`src/rtl/method_call_driver.sv`:
```
// method_call_driver: invokes one req/busy/return method, checks the returned value
// against EXPECTED, and reports pass/fail/timeout plus the call latency.
module method_call_driver #(
    parameter int RET_WIDTH = 32,
    parameter logic [RET_WIDTH-1:0] EXPECTED = 1,
    parameter int STARTUP_CYCLES = 100,
    parameter int TIMEOUT = 10000
) (
    input  logic                 clk,
    input  logic                 reset,
    input  logic                 start,
    output logic                 method_req,
    input  logic                 method_busy,
    input  logic [RET_WIDTH-1:0] method_return,
    output logic                 running,
    output logic                 done,
    output logic                 pass,
    output logic                 fail,
    output logic                 timed_out,
    output logic [RET_WIDTH-1:0] result,
    output logic [31:0]          latency
);
    typedef enum logic [2:0] {IDLE, STARTUP, REQ, WAIT, DONE} state_t;
    localparam logic [31:0] TO = 32'(TIMEOUT);
    localparam logic [31:0] SU_LAST = 32'(STARTUP_CYCLES - 1);
    state_t state;
    logic [31:0] su_cnt, lat_cnt, lat_nx;
    logic expired, ok;
    assign lat_nx = (lat_cnt == 32'hFFFF_FFFF) ? lat_cnt : lat_cnt + 32'd1;
    assign expired = lat_nx >= TO;
    assign ok = method_return == EXPECTED;
    always_ff @(posedge clk or posedge reset) begin
        if (reset) begin
            state <= IDLE;
            method_req <= 1'b0;
            running <= 1'b0;
            done <= 1'b0;
            pass <= 1'b0;
            fail <= 1'b0;
            timed_out <= 1'b0;
            result <= '0;
            latency <= '0;
            su_cnt <= '0;
            lat_cnt <= '0;
        end else begin
            case (state)
                IDLE, DONE: if (start) begin
                    state <= (STARTUP_CYCLES == 0) ? REQ : STARTUP;
                    method_req <= (STARTUP_CYCLES == 0);
                    running <= 1'b1;
                    done <= 1'b0;
                    pass <= 1'b0;
                    fail <= 1'b0;
                    timed_out <= 1'b0;
                    result <= '0;
                    latency <= '0;
                    su_cnt <= '0;
                    lat_cnt <= '0;
                end
                STARTUP: if (su_cnt == SU_LAST) begin
                    state <= REQ;
                    method_req <= 1'b1;
                end else begin
                    su_cnt <= su_cnt + 32'd1;
                end
                REQ: begin
                    lat_cnt <= lat_nx;
                    if (expired) begin
                        state <= DONE;
                        method_req <= 1'b0;
                        running <= 1'b0;
                        done <= 1'b1;
                        fail <= 1'b1;
                        timed_out <= 1'b1;
                        latency <= lat_nx;
                    end else if (method_busy) begin
                        state <= WAIT;
                        method_req <= 1'b0;
                    end
                end
                WAIT: begin
                    lat_cnt <= lat_nx;
                    // completion takes priority over a timeout on the same edge
                    if (!method_busy || expired) begin
                        state <= DONE;
                        running <= 1'b0;
                        done <= 1'b1;
                        latency <= lat_nx;
                        pass <= !method_busy && ok;
                        fail <= method_busy || !ok;
                        timed_out <= method_busy;
                        result <= method_busy ? '0 : method_return;
                    end
                end
                default: state <= IDLE;
            endcase
        end
    end
endmodule

```
`config.mk`:
```
export PLATFORM = sky130hd
export DESIGN_NAME = method_call_driver
export DESIGN_NICKNAME = d
export VERILOG_FILES = /design/src/rtl/method_call_driver.sv
export SDC_FILE = /design/constraint.sdc
export NUM_CORES = 1
export LEC_CHECK = 0
export ABC_CLOCK_PERIOD_IN_PS = 7300
export CAP_MARGIN = 5
export CELL_PAD_IN_SITES_DETAIL_PLACEMENT = 0
export CELL_PAD_IN_SITES_GLOBAL_PLACEMENT = 2
export CORE_MARGIN = 3
export CORE_UTILIZATION = 34
export DETAILED_ROUTE_END_ITERATION = 16
export PLACE_DENSITY_LB_ADDON = 0.1
export REMOVE_ABC_BUFFERS = 1
export SKIP_CTS_REPAIR_TIMING = 1
export SYNTH_ARGS = -nofsm -noshare
export SYNTH_HDL_FRONTEND = slang
export SYNTH_SLANG_ARGS = --single-unit
```
`constraint.sdc`:
```
create_clock -name clk -period 7.3 [get_ports clk]
set_clock_uncertainty 0.2 [all_clocks]
set_input_delay 2.19 -clock clk [delete_from_list [all_inputs] [get_ports clk]]
set_output_delay 2.19 -clock clk [all_outputs]
set_load 0.1 [all_outputs]
```
==> results.toml, run 1 <==
[sta]
rsz0062_at_grt = "false"
setup_tns_ns = 0
fin_crit_sh_pct = 65.8
setup_ws_ns = 2.50
hold_viol = 0
worstMarginPinSlew_ns = 1.18
finalMaxSlewViolations = 0
max_freq_mhz = 208
period_minus_slack_ns = 4.80
slew_headroom_pct = 21.1
setup_violations = 0

[global_routing]
grt_first_pass_wirelength_um = 33400
grt_pass1_vias = 6213
grtUsageTotal_pct = 18.4
antenna_found_initial = 0
grt_max_degree = 95
grt_overflow = 0

[placement]
portBuffers = 105
hpwl_um = 13800
pre_cts_slack_ns = 2.00
gp_congestion = 0.842
place_area_mm2 = 0.00846

[cells_and_area]
syn2layout_area_growth_pct = 25.2
diodes = 0
final_cell_mix = "dfrtp_1 (137), clkdlybuf4s50_1 (105), nand2_1 (96)"
final_nets = 915
post-route-util_pct = 43.9
fill_cells = 2040
multi_input_area_mm2 = 0.00342
final_common_cell = "dfrtp_1"
drive_above_1_share_pct = 6.98
stdcell_area_mm2 = 0.00900
regArea_mm2 = 0.00343

[setup_path]
path_class = "primary input to register"
worstPathMaxFanout = 35
worst_ep_arrival_time_ns = 4.90
required_ns = 7.40
cp-start-kind = "primary input"
crit_path_end_kind = "register"

[clock_tree]
h-tree-depth = 4
clock_path_buffers = 2
cts_root_buf = "clkbuf_16"
cts_made_buffers = 17
cts_tree = "yes"
insertion_delay_ns = 0.42
clock_sinks = 137
clk_pin_slew_ns = 0.06

[floorplan]
start_util_pct = 35.1
io_pins = 106
die_x_um = 151
die-area_mm2 = 0.0229
num_rows = 52
die_y_um = 151
core_mm2 = 0.0205

[detailed_routing]
route.met2.wl_um = 10000
first_pass_iters = 5
first_iter_violations = 343
drc = 0
top_layer_used = "met4"
wirelength_um = 20500
wl_met3_um = 805
vias_per_cell = 5.42
wl_per_cell_um = 17.7
dr_total_vias = 6282
drtAntennaViolNets = 0
wl_met1_um = 9440

[logic_synthesis]
synth_top_area_cell = "dfrtp_1"
synth-async-reset-ratio_pct = 100
synth_top_area_share_pct = 47.7
synth-seq-cells = 137
yosysSeqAreaShare_pct = 47.7
yosys_most_used_dff = "dfrtp_1"
postSynthCellCount = 794
synth_area_mm2 = 0.00719
yosys_warnings = 0
synthTopCellsByArea = "dfrtp_1 (48%), o21ai_0 (5.8%), nand2_1 (5.0%)"
synth-edff-count = 0
avgSynthCellArea_um2 = 9.06
synth_cell_types = 61

[power]
power.leakage_nw = 3.61
p_per_area_mw_per_mm2 = 371
ir_worst_vdd_mv = 0.151
total_power_mw = 3.34

[hold_path]
hold_class = "register to register"

[run_status]
outcome = "finished clean"

[run]
max-cap-violations = 0
synthesized netlist by cell type, types with 6 or more instances:
| master | instances |
|---|---|
| and2_1 | 8 |
| o22ai_1 | 20 |
| nor3_1 | 12 |
| a21oi_1 | 11 |
| a31oi_1 | 10 |
| or3_1 | 9 |
| nor2_1 | 59 |
| dfrtp_1 | 137 |
| a22oi_1 | 32 |
| nor2b_1 | 6 |
| o211ai_1 | 6 |
| xor2_1 | 28 |
| nand2_1 | 96 |
| nor4_1 | 18 |
| inv_1 | 37 |
| nand3_1 | 32 |
| o21ai_0 | 83 |
| buf_2 | 12 |
| and4_1 | 10 |
| clkbuf_1 | 34 |
| and3_1 | 16 |
| nand4_1 | 28 |
| xnor2_1 | 20 |
routing by layer:
metal / vias up / global-route usage, %
met5: - / 0
met4: 0 / 5.21
met1: 3099 / 24.5
li1: 3024 / -
met3: 25 / 4.07
met2: 134 / 30.1
through the flow:
step | hold WS (ns) | cells
3_3_place_gp | 0.279 | 1128
3_5_place_dp | 0.294 | 1128
4_1_cts | 0.307 | 1158
6_report | 0.301 | 1158
5_1_grt | 0.319 | 1158
2_1_floorplan | 0.288 | 743
sequential cells by signal, indices dropped and copies added (netlist names):
name        count
method_req      1
pass            1
lat_cnt        32
running         1
latency        32
su_cnt         32
state           3
fail            1
done            1
timed_out       1
result         32
report_power, final:
group	switching [mW]	internal [mW]	total, mW
clock network	0.339	0.471	0.810
logic	1.04	0.367	1.41
registers	0.197	0.927	1.12
critical path: stages:
cell and delay, ns:
clkdlybuf4s50_1 0.52, and2_1 0.14, buf_4 0.34, nor2_1 0.07
buf_4 0.25, a41oi_4 0.96, mux2_2 0.42
path summary, 6_finish.rpt:
kind / from / end / slack, ns / cells past startpoint
setup / recovery: start / latency[2] / 2.50 / 7
hold / removal: running / running / 0.30 / 1
setup reg to reg: lat_cnt[26] / latency[2] / 2.69 / 8
hold reg to reg: running / running / 0.30 / 1
max in group asynchronous: reset / lat_cnt[20] / 3.63 / 3
min in group asynchronous: reset / su_cnt[11] / 2.12 / 2
cells by family (layout without fill, tap and decap cells):
group	count (synthesis)	count (layout)	synth area share (%)
and+or+nand+nor	311	311	22.0
AOI/OAI and AO/OA	200	200	17.9
DFF	137	137	47.7
buffers and inverters	88	182	5.04
xor gates and xnor gates	48	48	5.84
muxes	8	8	1.20
adders and majority gates	2	2	0.348
area by class of cell:
| cell class | instances | area share [%] |
|---|---|---|
| Sequential cell | 137 | 38.1 |
| Multi-Input combinational cell | 569 | 38.0 |
| Timing Repair Buffer | 115 | 12.5 |
| Clock buffer | 18 | 4.88 |
| Tap cell | 270 | 3.75 |
| Inverter | 37 | 1.60 |
| Clock inverter | 12 | 1.17 |
Power figures use the tool's default switching activity.
==> inputs of run 2 (changes only) <==
ABC_CLOCK_PERIOD_IN_PS = 4900   (was 7300)
clock period = 4.9 ns   (was 7.3 ns; I/O delays follow)
==> run 2 against run 1 <==
Net effect:
- setup slack worse by 1.4 ns
- sequential cell count unchanged
- sequential power grew 49%
- via count about the same
- wire length about the same
- power rose by 52%
- clock power is 60% higher
- global-route usage rose by 0.29 points
- register-to-register slack got worse by 1.6 ns
- largest cell class unchanged
==> results.toml, run 2 (synthesis gave the netlist of run 1 again) <==
[run_status]
outcome = "finished clean"

[detailed_routing]
drtAntennaViolNets = 0
first_pass_iters = 4
wirelength_um = 20500
vias_per_cell = 5.39
drc = 0
first_iter_violations = 372
wl_per_cell_um = 17.6
dr_total_vias = 6285

[setup_path]
required_ns = 4.98
max_stage_delay_ns = 0.53
crit_path_end_kind = "register"
cp-start-kind = "register"
worstPathMaxFanout = 15
worst_ep_arrival_time_ns = 3.86
worstPathCellList = "ha_1 -> nand3_1 -> nor4_4 -> nand3_1 -> buf_4 -> a41oi_1 -> o2111ai_1 -> a31o_2 -> a41oi_4 -> buf_4 -> o21ai_0"
cp_slowest_cell = "a41oi_4"
path_class = "register to register"

[sta]
period_minus_slack_ns = 3.78
fin_crit_sh_pct = 77.1
hold_viol = 0
worstMarginPinSlew_ns = 1.04
max_freq_mhz = 265
finalMaxSlewViolations = 0
setup_violations = 0
rsz0062_at_grt = "false"
hold_ws_ns = 0.298
slew_headroom_pct = 30.7

[power]
ir_worst_vdd_mv = 0.330
power.leakage_nw = 3.67
total_power_mw = 5.07
p_per_area_mw_per_mm2 = 556

[floorplan]
die_y_um = 151
io_pins = 106
die_x_um = 151
start_util_pct = 35.1
die-area_mm2 = 0.0229
num_rows = 52
core_mm2 = 0.0205

[cells_and_area]
final_common_cell = "dfrtp_1"
diodes = 0
fill_cells = 2042
drive_above_1_share_pct = 7.58
multi_input_area_mm2 = 0.00342
post-route-util_pct = 44.5
instances_no_fill = 1167
syn2layout_area_growth_pct = 26.8
final_nets = 922
regArea_mm2 = 0.00343
final_cell_mix = "dfrtp_1 (137), clkdlybuf4s50_1 (105), nand2_1 (96)"

[global_routing]
grt_max_degree = 79
grt_pass1_vias = 6347
grtUsageTotal_pct = 18.7
antenna_found_initial = 0
grt_first_pass_wirelength_um = 33900
grt_overflow = 0

[placement]
gp_congestion = 0.855
dp_cells = 1135
hpwl_um = 14000
portBuffers = 105

[clock_tree]
clock_sinks = 137
insertion_delay_ns = 0.42
cts_made_buffers = 17
cts_root_buf = "clkbuf_16"
clock_path_buffers = 2
h-tree-depth = 4
clk_pin_slew_ns = 0.06
cts_tree = "yes"

[hold_path]
hold_class = "register to register"

[run]
max-cap-violations = 0
-- run 2: changes by cell type in the layout (fill, tap and decap cells not counted) --
| cell | before | now |
|---|---|---|
| buf_12 | 0 | 1 |
| buf_4 | 10 | 16 |
| bufinv_16 | 1 | 2 |
| clkinv_2 | 4 | 0 |
| clkbuf_8 | 1 | 3 |
| clkinvlp_4 | 5 | 4 |
| clkbuf_1 | 0 | 3 |
| clkinv_4 | 2 | 3 |
-- run 2: critical path: cells and delay by family, from the launching register on --
kind | cells | cell delay (ns)
AND/OR/NAND/NOR | 3 | 0.75
AO/OA/AOI/OAI | 5 | 1.34
adder cells (fa/ha/maj) | 1 | 0.31
flip-flops | 1 | 0.46
buffers and inverters | 2 | 0.55
-- run 2: metal layers --
metal | GRT usage [%] | up-vias | routed length, um | part of all wire [%]
li1 | - | 3042 | - | -
met2 | 30.0 | 127 | 9950 | 48
met3 | 3.96 | 22 | 824 | 4.0
met1 | 25.4 | 3094 | 9480 | 46
met5 | 0 | - | 0 | 0
met4 | 5.49 | 0 | 286 | 1.4
-- run 2: final timing paths --
check	from	to	slack, ns	cells after the start
worst max register to register	lat_cnt[0]	done	1.12	11
max in group asynchronous	reset	latency[29]	2.37	3
worst min-delay path	running	running	0.30	1
worst max-delay path	lat_cnt[0]	done	1.12	11
min in group asynchronous	reset	su_cnt[9]	1.29	2
worst min register to register	running	running	0.30	1
-- run 2: cell type report --
class | count | area share, %
clock buffer | 23 | 5.24
tap | 270 | 3.71
clock inverter | 9 | 1.28
multi-input combinational | 569 | 37.5
inverter | 37 | 1.58
sequential | 137 | 37.6
timing repair buffer | 122 | 13.1
-- run 2: metrics by stage --
| stage | area, um^2 | setup TNS, ns | worst slack (ns) |
|---|---|---|---|
| after global placement | 8520 | 0 | 0.978 |
| after floorplan | 6970 | -59.98 | -0.438 |
| final | 9120 | 0 | 1.12 |
| after detailed placement | 8520 | 0 | 0.912 |
| after global routing | 9120 | 0 | 0.744 |
| after CTS | 9120 | 0 | 1.06 |
-- run 2: where the power goes --
| group | internal [mW] | switching (mW) |
|---|---|---|
| clock | 0.793 | 0.507 |
| sequential | 1.38 | 0.288 |
| combinational | 0.549 | 1.55 |
==> inputs of run 3 (changes only) <==
ABC_CLOCK_PERIOD_IN_PS = 3550   (was 4900)
clock period = 3.55 ns   (was 4.9 ns; I/O delays follow)
==> run 3 against run 2 <==
Net effect:
- critical path depth shrank 2
- global-route usage rose by 0.24 points
- largest power group unchanged
- largest cell class is now multi-input gates
- clock power is 40% higher
==> results.toml, run 3 (synthesis gave the netlist of run 1 again) <==
[global_routing]
grt_first_pass_wirelength_um = 34200
grt_max_degree = 54
grt_pass1_vias = 6375
grt_overflow = 0
grtUsageTotal_pct = 18.9
antenna_found_initial = 1

[cells_and_area]
fill_cells = 1947
diodes = 0
final_common_cell = "dfrtp_1"
drive_above_1_share_pct = 19.8
final_cell_mix = "dfrtp_1 (137), buf_4 (128), nand2_1 (96)"
final_nets = 966
instances_no_fill = 1211
post-route-util_pct = 45.4
syn2layout_area_growth_pct = 29.4

[setup_path]
crit_path_end_kind = "register"
max_stage_delay_ns = 0.65
r2r_cells = 9
worst-path-stages = 9
worstPathMaxFanout = 14
required_ns = 3.63
path_class = "register to register"
worst_ep_arrival_time_ns = 3.51
worst-path-buf-inv = 1
worstPathCellList = "nand4_4 -> or4_1 -> nor3_1 -> a31o_2 -> nand4_1 -> or2_1 -> o41ai_4 -> buf_4 -> o22ai_1"
cp-start-kind = "register"
cp_slowest_cell = "or4_1"
path_delay_family = "simple AND/OR/NAND/NOR gates"

[detailed_routing]
wl_met1_um = 9390
top_layer_used = "met5"
drtAntennaViolNets = 0
drc = 0
first_iter_violations = 412
wl_met3_um = 933
first_pass_iters = 5
wirelength_um = 21200
vias_per_cell = 5.37
route.met2.wl_um = 10600
wl_per_cell_um = 17.5
dr_total_vias = 6500

[placement]
hpwl_um = 15000
dp_cells = 1179
portBuffers = 105
gp_congestion = 0.881

[run_status]
outcome = "finished clean"

[floorplan]
start_util_pct = 35.1
core_mm2 = 0.0205
die_x_um = 151
io_pins = 106
num_rows = 52
die-area_mm2 = 0.0229
die_y_um = 151

[sta]
fin_crit_sh_pct = 96.7
setup_violations = 0
finalMaxSlewViolations = 0
period_minus_slack_ns = 3.43
max_freq_mhz = 291
slew_headroom_pct = 62.3
worstMarginPinSlew_ns = 0.560
hold_viol = 0
setup_tns_ns = 0
rsz0062_at_grt = "false"

[clock_tree]
insertion_delay_ns = 0.42
clock_sinks = 137
h-tree-depth = 4
cts_tree = "yes"
clock_path_buffers = 2
clk_pin_slew_ns = 0.06
cts_root_buf = "clkbuf_16"
cts_made_buffers = 17

[hold_path]
whs_path_depth = 1
hold_class = "register to register"

[run]
max-cap-violations = 0

[power]
p_per_area_mw_per_mm2 = 763
power.leakage_nw = 4.03
ir_worst_vdd_mv = 0.342
==> run 3: worst paths after layout <==
| path | slack [ns] | start | end |
|---|---|---|---|
| worst max-delay path | 0.12 | lat_cnt[9] | latency[11] |
| worst min-delay path | 0.29 | running | running |
| worst max register to register | 0.12 | lat_cnt[9] | latency[11] |
| worst min register to register | 0.29 | running | running |
| max in group asynchronous | 1.65 | reset | latency[29] |
| min in group asynchronous | 0.87 | reset | result[21] |
==> run 3: per-stage QoR <==
stage                     hold WS (ns)  worst slack, ns  total power, mW  area (um^2)
after floorplan                  0.288            -1.38             4.41         6970
after global placement           0.276           0.0330             5.28         8700
after detailed placement         0.281            0.126             5.30         8700
after CTS                        0.296            0.102             7.16         9300
after global routing             0.302          0.00428             7.46         9310
final                            0.293            0.118             7.10         9310
==> run 3: final cells by class <==
type	count	area (um^2)	share of cell area, %
Timing Repair Buffer	166	1370	14.7
Sequential cell	137	3430	36.8
Inverter	37	144	1.55
Tap cell	270	338	3.63
Clock buffer	18	439	4.72
Clock inverter	14	159	1.71
Multi-Input combinational cell	569	3430	36.8
==> run 3: power by group <==
part | internal, mW | total [mW] | switching (mW) | leakage [nW]
Clock | 1.07 | 1.82 | 0.756 | 0.277
Combinational | 0.785 | 3.03 | 2.25 | 1.89
Sequential | 1.91 | 2.24 | 0.336 | 1.86
==> run 3: layer usage <==
layer,GRT usage [%],vias up
li1,-,3135
met4,5.76,2
met1,24.8,3175
met3,3.93,29
met5,0,-
met2,31.4,159
